<file path="src/rtl/vga_frame_reader.sv">
// vga_frame_reader: 640x480@60 VGA scan-out of a 320x240 8-bit grayscale buffer.
// Each source pixel is doubled horizontally and vertically. Pixels are read
// through a fixed 1-cycle-latency RAM read port, and the result is driven as
// gray on the R/G/B buses.
// The timing generator and the 3-stage read pipeline never stall.
// Optional build macro VGA_TEST_PATTERN_EN adds a test_pattern input. When that
// input is high, the pixel becomes an XOR checker (h_cnt[9:2] ^ v_cnt[9:2])
// instead of the buffer data.
module vga_frame_reader #(
  parameter int H_VIS  = 640,
  parameter int H_FP   = 16,
  parameter int H_SYNC = 96,
  parameter int H_BP   = 48,
  parameter int V_VIS  = 480,
  parameter int V_FP   = 10,
  parameter int V_SYNC = 2,
  parameter int V_BP   = 33,
  parameter int SRC_W  = 320
) (
  input  logic        clk,
  input  logic        rst,
  input  logic        enable,
`ifdef VGA_TEST_PATTERN_EN
  input  logic        test_pattern,
`endif
  input  logic [7:0]  rd_data,
  output logic [16:0] rd_address,
  output logic        vga_hs,
  output logic        vga_vs,
  output logic        vga_blank_n,
  output logic        vga_sync_n,
  output logic [7:0]  vga_r,
  output logic [7:0]  vga_g,
  output logic [7:0]  vga_b,
  output logic        vblank,
  output logic        frame_end
);

  localparam int H_TOT = H_VIS + H_FP + H_SYNC + H_BP;
  localparam int V_TOT = V_VIS + V_FP + V_SYNC + V_BP;

  localparam logic [9:0] H_LAST   = 10'(H_TOT - 1);
  localparam logic [9:0] V_LAST   = 10'(V_TOT - 1);
  localparam logic [9:0] H_VIS_C  = 10'(H_VIS);
  localparam logic [9:0] V_VIS_C  = 10'(V_VIS);
  localparam logic [9:0] HS_START = 10'(H_VIS + H_FP);
  localparam logic [9:0] HS_END   = 10'(H_VIS + H_FP + H_SYNC);
  localparam logic [9:0] VS_START = 10'(V_VIS + V_FP);
  localparam logic [9:0] VS_END   = 10'(V_VIS + V_FP + V_SYNC);
  localparam logic [16:0] STRIDE  = 17'(SRC_W);

  // Source address of a screen position: both coordinates halved for 2x doubling.
  function automatic logic [16:0] src_addr(input logic [9:0] h, input logic [9:0] v);
    logic [16:0] row;
    logic [16:0] col;
    row = {8'd0, v[9:1]};
    col = {8'd0, h[9:1]};
    return row * STRIDE + col;
  endfunction

  logic [9:0] h_cnt;
  logic [9:0] v_cnt;

  logic       vis_p0, hs_p0, vs_p0, en_p0;
  logic       vis_p1, hs_p1, vs_p1, en_p1;
  logic       vis_p2, hs_p2, vs_p2, en_p2;
  logic [7:0] pix_src;

`ifdef VGA_TEST_PATTERN_EN
  logic       tp_p0, tp_p1, tp_p2;
  logic [7:0] pat_p0, pat_p1, pat_p2;
`endif

  // Free-running pixel/line counters; the line counter advances on pixel wrap.
  always_ff @(posedge clk or negedge rst) begin
    if (!rst) begin
      h_cnt <= '0;
      v_cnt <= '0;
    end else if (h_cnt == H_LAST) begin
      h_cnt <= '0;
      if (v_cnt == V_LAST) v_cnt <= '0;
      else                 v_cnt <= v_cnt + 10'd1;
    end else begin
      h_cnt <= h_cnt + 10'd1;
    end
  end

  // ---- stage 0: decode visibility and sync from the counters ----
  assign vis_p0 = (h_cnt < H_VIS_C) && (v_cnt < V_VIS_C);
  assign hs_p0  = !((h_cnt >= HS_START) && (h_cnt < HS_END));
  assign vs_p0  = !((v_cnt >= VS_START) && (v_cnt < VS_END));
  assign en_p0  = enable;

`ifdef VGA_TEST_PATTERN_EN
  assign tp_p0  = test_pattern;
  assign pat_p0 = h_cnt[9:2] ^ v_cnt[9:2];
`endif

  // Blanking status stays in counter timing so the controller sees it undelayed.
  assign vblank     = (v_cnt >= V_VIS_C);
  assign frame_end  = (h_cnt == 10'd0) && (v_cnt == V_VIS_C);
  assign vga_sync_n = 1'b0;

  // ---- stage 1: issue the read address; hold it outside the visible area ----
  always_ff @(posedge clk or negedge rst) begin
    if (!rst) begin
      rd_address <= '0;
      vis_p1     <= 1'b0;
      hs_p1      <= 1'b1;
      vs_p1      <= 1'b1;
      en_p1      <= 1'b0;
    end else begin
      if (vis_p0) rd_address <= src_addr(h_cnt, v_cnt);
      vis_p1 <= vis_p0;
      hs_p1  <= hs_p0;
      vs_p1  <= vs_p0;
      en_p1  <= en_p0;
    end
  end

  // ---- stage 2: RAM data arrives; carry the control bits one more cycle ----
  always_ff @(posedge clk or negedge rst) begin
    if (!rst) begin
      vis_p2 <= 1'b0;
      hs_p2  <= 1'b1;
      vs_p2  <= 1'b1;
      en_p2  <= 1'b0;
    end else begin
      vis_p2 <= vis_p1;
      hs_p2  <= hs_p1;
      vs_p2  <= vs_p1;
      en_p2  <= en_p1;
    end
  end

`ifdef VGA_TEST_PATTERN_EN
  // Test-pattern select and value follow the same two-stage path as enable.
  always_ff @(posedge clk or negedge rst) begin
    if (!rst) begin
      tp_p1  <= 1'b0;
      tp_p2  <= 1'b0;
      pat_p1 <= '0;
      pat_p2 <= '0;
    end else begin
      tp_p1  <= tp_p0;
      tp_p2  <= tp_p1;
      pat_p1 <= pat_p0;
      pat_p2 <= pat_p1;
    end
  end

  // Pixel source: the generated pattern replaces buffer data when selected.
  always_comb begin
    pix_src = rd_data;
    if (tp_p2) pix_src = pat_p2;
  end
`else
  // Pixel source is always the buffer.
  always_comb begin
    pix_src = rd_data;
  end
`endif

  // ---- stage 3: register the DAC outputs, aligned with sync and blank ----
  always_ff @(posedge clk or negedge rst) begin
    if (!rst) begin
      vga_r       <= '0;
      vga_hs      <= 1'b1;
      vga_vs      <= 1'b1;
      vga_blank_n <= 1'b0;
    end else begin
      vga_r       <= (vis_p2 && en_p2) ? pix_src : 8'd0;
      vga_hs      <= hs_p2;
      vga_vs      <= vs_p2;
      vga_blank_n <= vis_p2;
    end
  end

  assign vga_g = vga_r;
  assign vga_b = vga_r;

endmodule

</file>
<file path="config.mk">
export PLATFORM = sky130hd
export DESIGN_NAME = vga_frame_reader
export DESIGN_NICKNAME = d
export VERILOG_FILES = /design/src/rtl/vga_frame_reader.sv
export SDC_FILE = /design/constraint.sdc
export NUM_CORES = 1
export LEC_CHECK = 0
export CAP_MARGIN = 20
export CORE_MARGIN = 4
export CORE_UTILIZATION = 56
export CTS_CLUSTER_SIZE = 20
export DETAILED_ROUTE_END_ITERATION = 8
export PLACE_DENSITY = 0.85
export RECOVER_POWER = 25
export SETUP_SLACK_MARGIN = 0.2
export SLEW_MARGIN = 10
export SYNTH_ARGS = -nofsm -noshare
export SYNTH_HDL_FRONTEND = slang
export SYNTH_SLANG_ARGS = --single-unit
</file>
<file path="constraint.sdc">
create_clock -name clk -period 6.3 [get_ports clk]
set_input_delay 1.575 -clock clk [delete_from_list [all_inputs] [get_ports clk]]
set_output_delay 1.575 -clock clk [all_outputs]
set_load 0.1 [all_outputs]
</file>
==> run_results.csv <==
group,metric,value,unit
status,status,"finished with violations",
status,violations,"max-capacitance violations, max-slew violations",
sta,period_share,69.84,%
final_layout,fillCellCount,402,
final_layout,antenna_cells,0,
clock_network,hold_buffers,0,
synth,synth_top_area_share,42.18,%
sta,setup-tns-final,0,ns
worst_setup_path,cp.arrival,2.82,ns
global_routing,grt_pass1_vias,2060,
worst_setup_path,reg2reg_from,"v_cnt[3]$_DFFE_PN0N_",
sta,period_minus_slack,4.400,ns
clock_network,cts_tree,"built",
sta,max_freq,0.2273,GHz
drt,routed_wl,5584,um
clock_network,htreeDepth,2,
worst_setup_path,reg2regPathDepth,8,
clock_network,cts.clk_slew.worst_paths,0.10,ns
synth,synth.most_common_cell,"dfrtp_1",
global_routing,grt_start_max_net_pins,57,
global_routing,grt_antenna_before_repair,0,
synth,syn_area,0.002967,mm^2
min_path,holdPathEnd,"vis_p2$_DFF_PN0_",
min_path,hp-class,"flip-flop to flip-flop",
floorplan,io_pins,58,
clock_network,cts_sinks,56,
floorplan,die_x,80.79,um
worst_setup_path,worst-setup-path-type,"flip-flop to primary output",
worst_setup_path,start_kind,"flip-flop",
sta,setup_viol,0,
final_layout,final_core_util,69.30,%
placed_design,io_buffers,56,
synth,yosysTopAreaCell,"dfrtp_1",
drt,dr.pass1.iters,4,
min_path,holdPathStages,0,
drt,avgViaCountPerCell,5.299,
floorplan,row_count,26,
power,vdd_ir_drop_max,0.1258,mV
synth,synth_edf_count,0,
floorplan,start_util,58.08,%
floorplan,dieHeight,80.79,um
sta,hold_viol,0,
drt,drc_errors,0,
floorplan,dieArea,0.006526,mm^2
clock_network,cts_buffer_depth,2,
sta,rsz0062_at_grt,"no",
global_routing,grt_usage,18.89,%
synth,synthesis.nets,316,
clock_network,numCtsBuffers,5,
synth,synth_area_leaders,"dfrtp_1 (42%), ha_1 (9.3%), dfstp_2 (5.3%)",
sta,slew_viol_final,57,
power,leakagePower,0.001581,uW
global_routing,grt_pass1_wl,9542,um
final_layout,drive_gt1_share,9.259,%
sta,worst_pin_slew,2.778,ns
synth,synth.distinct_cells,45,
clock_network,cts_setup_buffers,0,
clock_network,clock_latency,0.31,ns
drt,drt_iter0_markers,93,
placed_design,gp_congestion,0.8374,
min_path,min_from,"vis_p1$_DFF_PN0_",
drt,wl_per_cell,14.17,um
synth,ys_ff_latch,56,
synth,syn_avg_cell_area,10.56,um^2
clock_network,clock-root-buffer,"clkbuf_8",
worst_setup_path,worst_ep_required_time,4.72,ns
floorplan,core-area,0.005107,mm^2
final_layout,area_growth,19.32,%
final_layout,seqCellArea,0.001409,mm^2
synth,yosysSeqAreaShare,47.49,%
final_layout,final_nets,358,
power,powerDensity,183.7,mW/mm^2
worst_setup_path,reg2reg_to,"rd_address[15]$_DFFE_PN0P_",
drt,dr_total_vias,2088,
placed_design,dp_hpwl,4223,um
synth,syn_inst,281,
worst_setup_path,rrSetupSlack,3.43,ns
sta,skew,0.006590,ns
worst_setup_path,crit_path_end_kind,"primary output",
synth,yosys_warnings,0,
synth,async_flop_share,100.0,%
synth,synth_ff_type,"dfrtp_1",
global_routing,overflow,0,
sta,slew_headroom,-85.20,%
final_layout,multi_input_area,0.001354,mm^2
job,max_cap_violations,1,
clock_network,ctsResizeCount,0,
drt,antenna_left,0,
worst_setup_path,crit_fanout,6,
synth,synth.top_cells.by_count,"dfrtp_1 (50), nand2_1 (25), o21ai_0 (23), ha_1 (22)",
-- registers in the layout, summed over array words and instances (netlist names) --
register,count
hs_p1,1
vis_p2,1
rd_address,17
vis_p1,1
vga_hs,1
v_cnt,10
h_cnt,10
en_p1,1
vga_blank_n,1
vga_vs,1
hs_p2,1
en_p2,1
vs_p2,1
vga_b,8
vs_p1,1
-- worst max-delay path: stages (launching register included) --
cell and delay, ns:
dfrtp_1 0.45, or3_2 0.51, nor4_1 0.21, and3_1 0.20
clkdlybuf4s50_1 1.14
-- cells in the final DEF (no fill, tap or decap), drive strengths merged, types with 3 or more instances in the layout --
master / count
nand2: 26
xor2: 11
nand4: 4
a21oi: 4
nor2: 17
nor4: 5
o211ai: 3
xnor2: 11
clkbuf: 7
and3: 14
a31oi: 3
o21ai: 23
ha: 22
dfstp: 6
nand3: 9
inv: 11
nor3: 4
mux2: 8
nand2b: 3
dfrtp: 50
clkdlybuf4s50: 54
-- metal layers --
| metal | share of wire [%] | global-route usage [%] | wire length (um) |
|---|---|---|---|
| met4 | 1.5 | 7.095 | 85 |
| met2 | 47 | 32.37 | 2641 |
| met1 | 45 | 23.85 | 2494 |
| met3 | 6.5 | 3.548 | 363 |
| met5 | 0 | 0 | 0 |
-- worst max path at each step --
stage                                  start         to  slack, ns  cells after the start
after global placement    h_cnt[5]$_DFF_PN0_  frame_end       2.27                      4
after detailed placement  h_cnt[5]$_DFF_PN0_  frame_end       2.25                      4
final                     h_cnt[5]$_DFF_PN0_  frame_end       1.90                      4
after CTS                 h_cnt[5]$_DFF_PN0_  frame_end       1.88                      4
after global routing      h_cnt[5]$_DFF_PN0_  frame_end       1.76                      4
after floorplan           h_cnt[5]$_DFF_PN0_  frame_end       2.82                      3
-- cell type report --
| cell class | instances | share of cell area, % |
|---|---|---|
| sequential | 56 | 39.80 |
| inverter | 11 | 1.166 |
| clock buffer | 6 | 2.050 |
| clock inverter | 2 | 0.4595 |
| multi-input combinational | 192 | 38.25 |
| tap | 70 | 2.474 |
| timing repair buffer | 57 | 15.80 |
-- kinds of logic (layout without fill, tap and decap cells) --
logic type | after synthesis | count (layout) | synth area share (%)
flops | 56 | 56 | 47.49
buf+inv | 33 | 76 | 6.368
simple gates | 95 | 95 | 17.46
fa+ha+maj | 24 | 24 | 10.63
compound gates | 42 | 42 | 8.393
xor+xnor | 22 | 22 | 6.495
mux | 8 | 8 | 3.037
other cells | 1 | 1 | 0.1264
-- metrics by stage --
| step | instance area (um^2) | setup slack (ns) | hold WS, ns | power (uW) | std cells |
|---|---|---|---|---|---|
| after floorplan | 2967 | 2.822 | 0.3312 | 443.6 | 281 |
| after global placement | 3470 | 2.270 | 0.3329 | 464.4 | 386 |
| after detailed placement | 3470 | 2.251 | 0.3428 | 465.5 | 386 |
| after CTS | 3558 | 1.883 | 0.3618 | 656.9 | 394 |
| after global routing | 3540 | 1.763 | 0.3604 | 677.1 | 394 |
| final | 3540 | 1.900 | 0.3605 | 650.2 | 394 |
-- where the power goes --
part           leakage, uW  switching, uW  internal, uW
Combinational     0.000832           72.9          19.0
Sequential        0.000708           2.42           363
Clock            0.0000414            114          79.3
No activity file was read; power rests on OpenSTA's default activity.
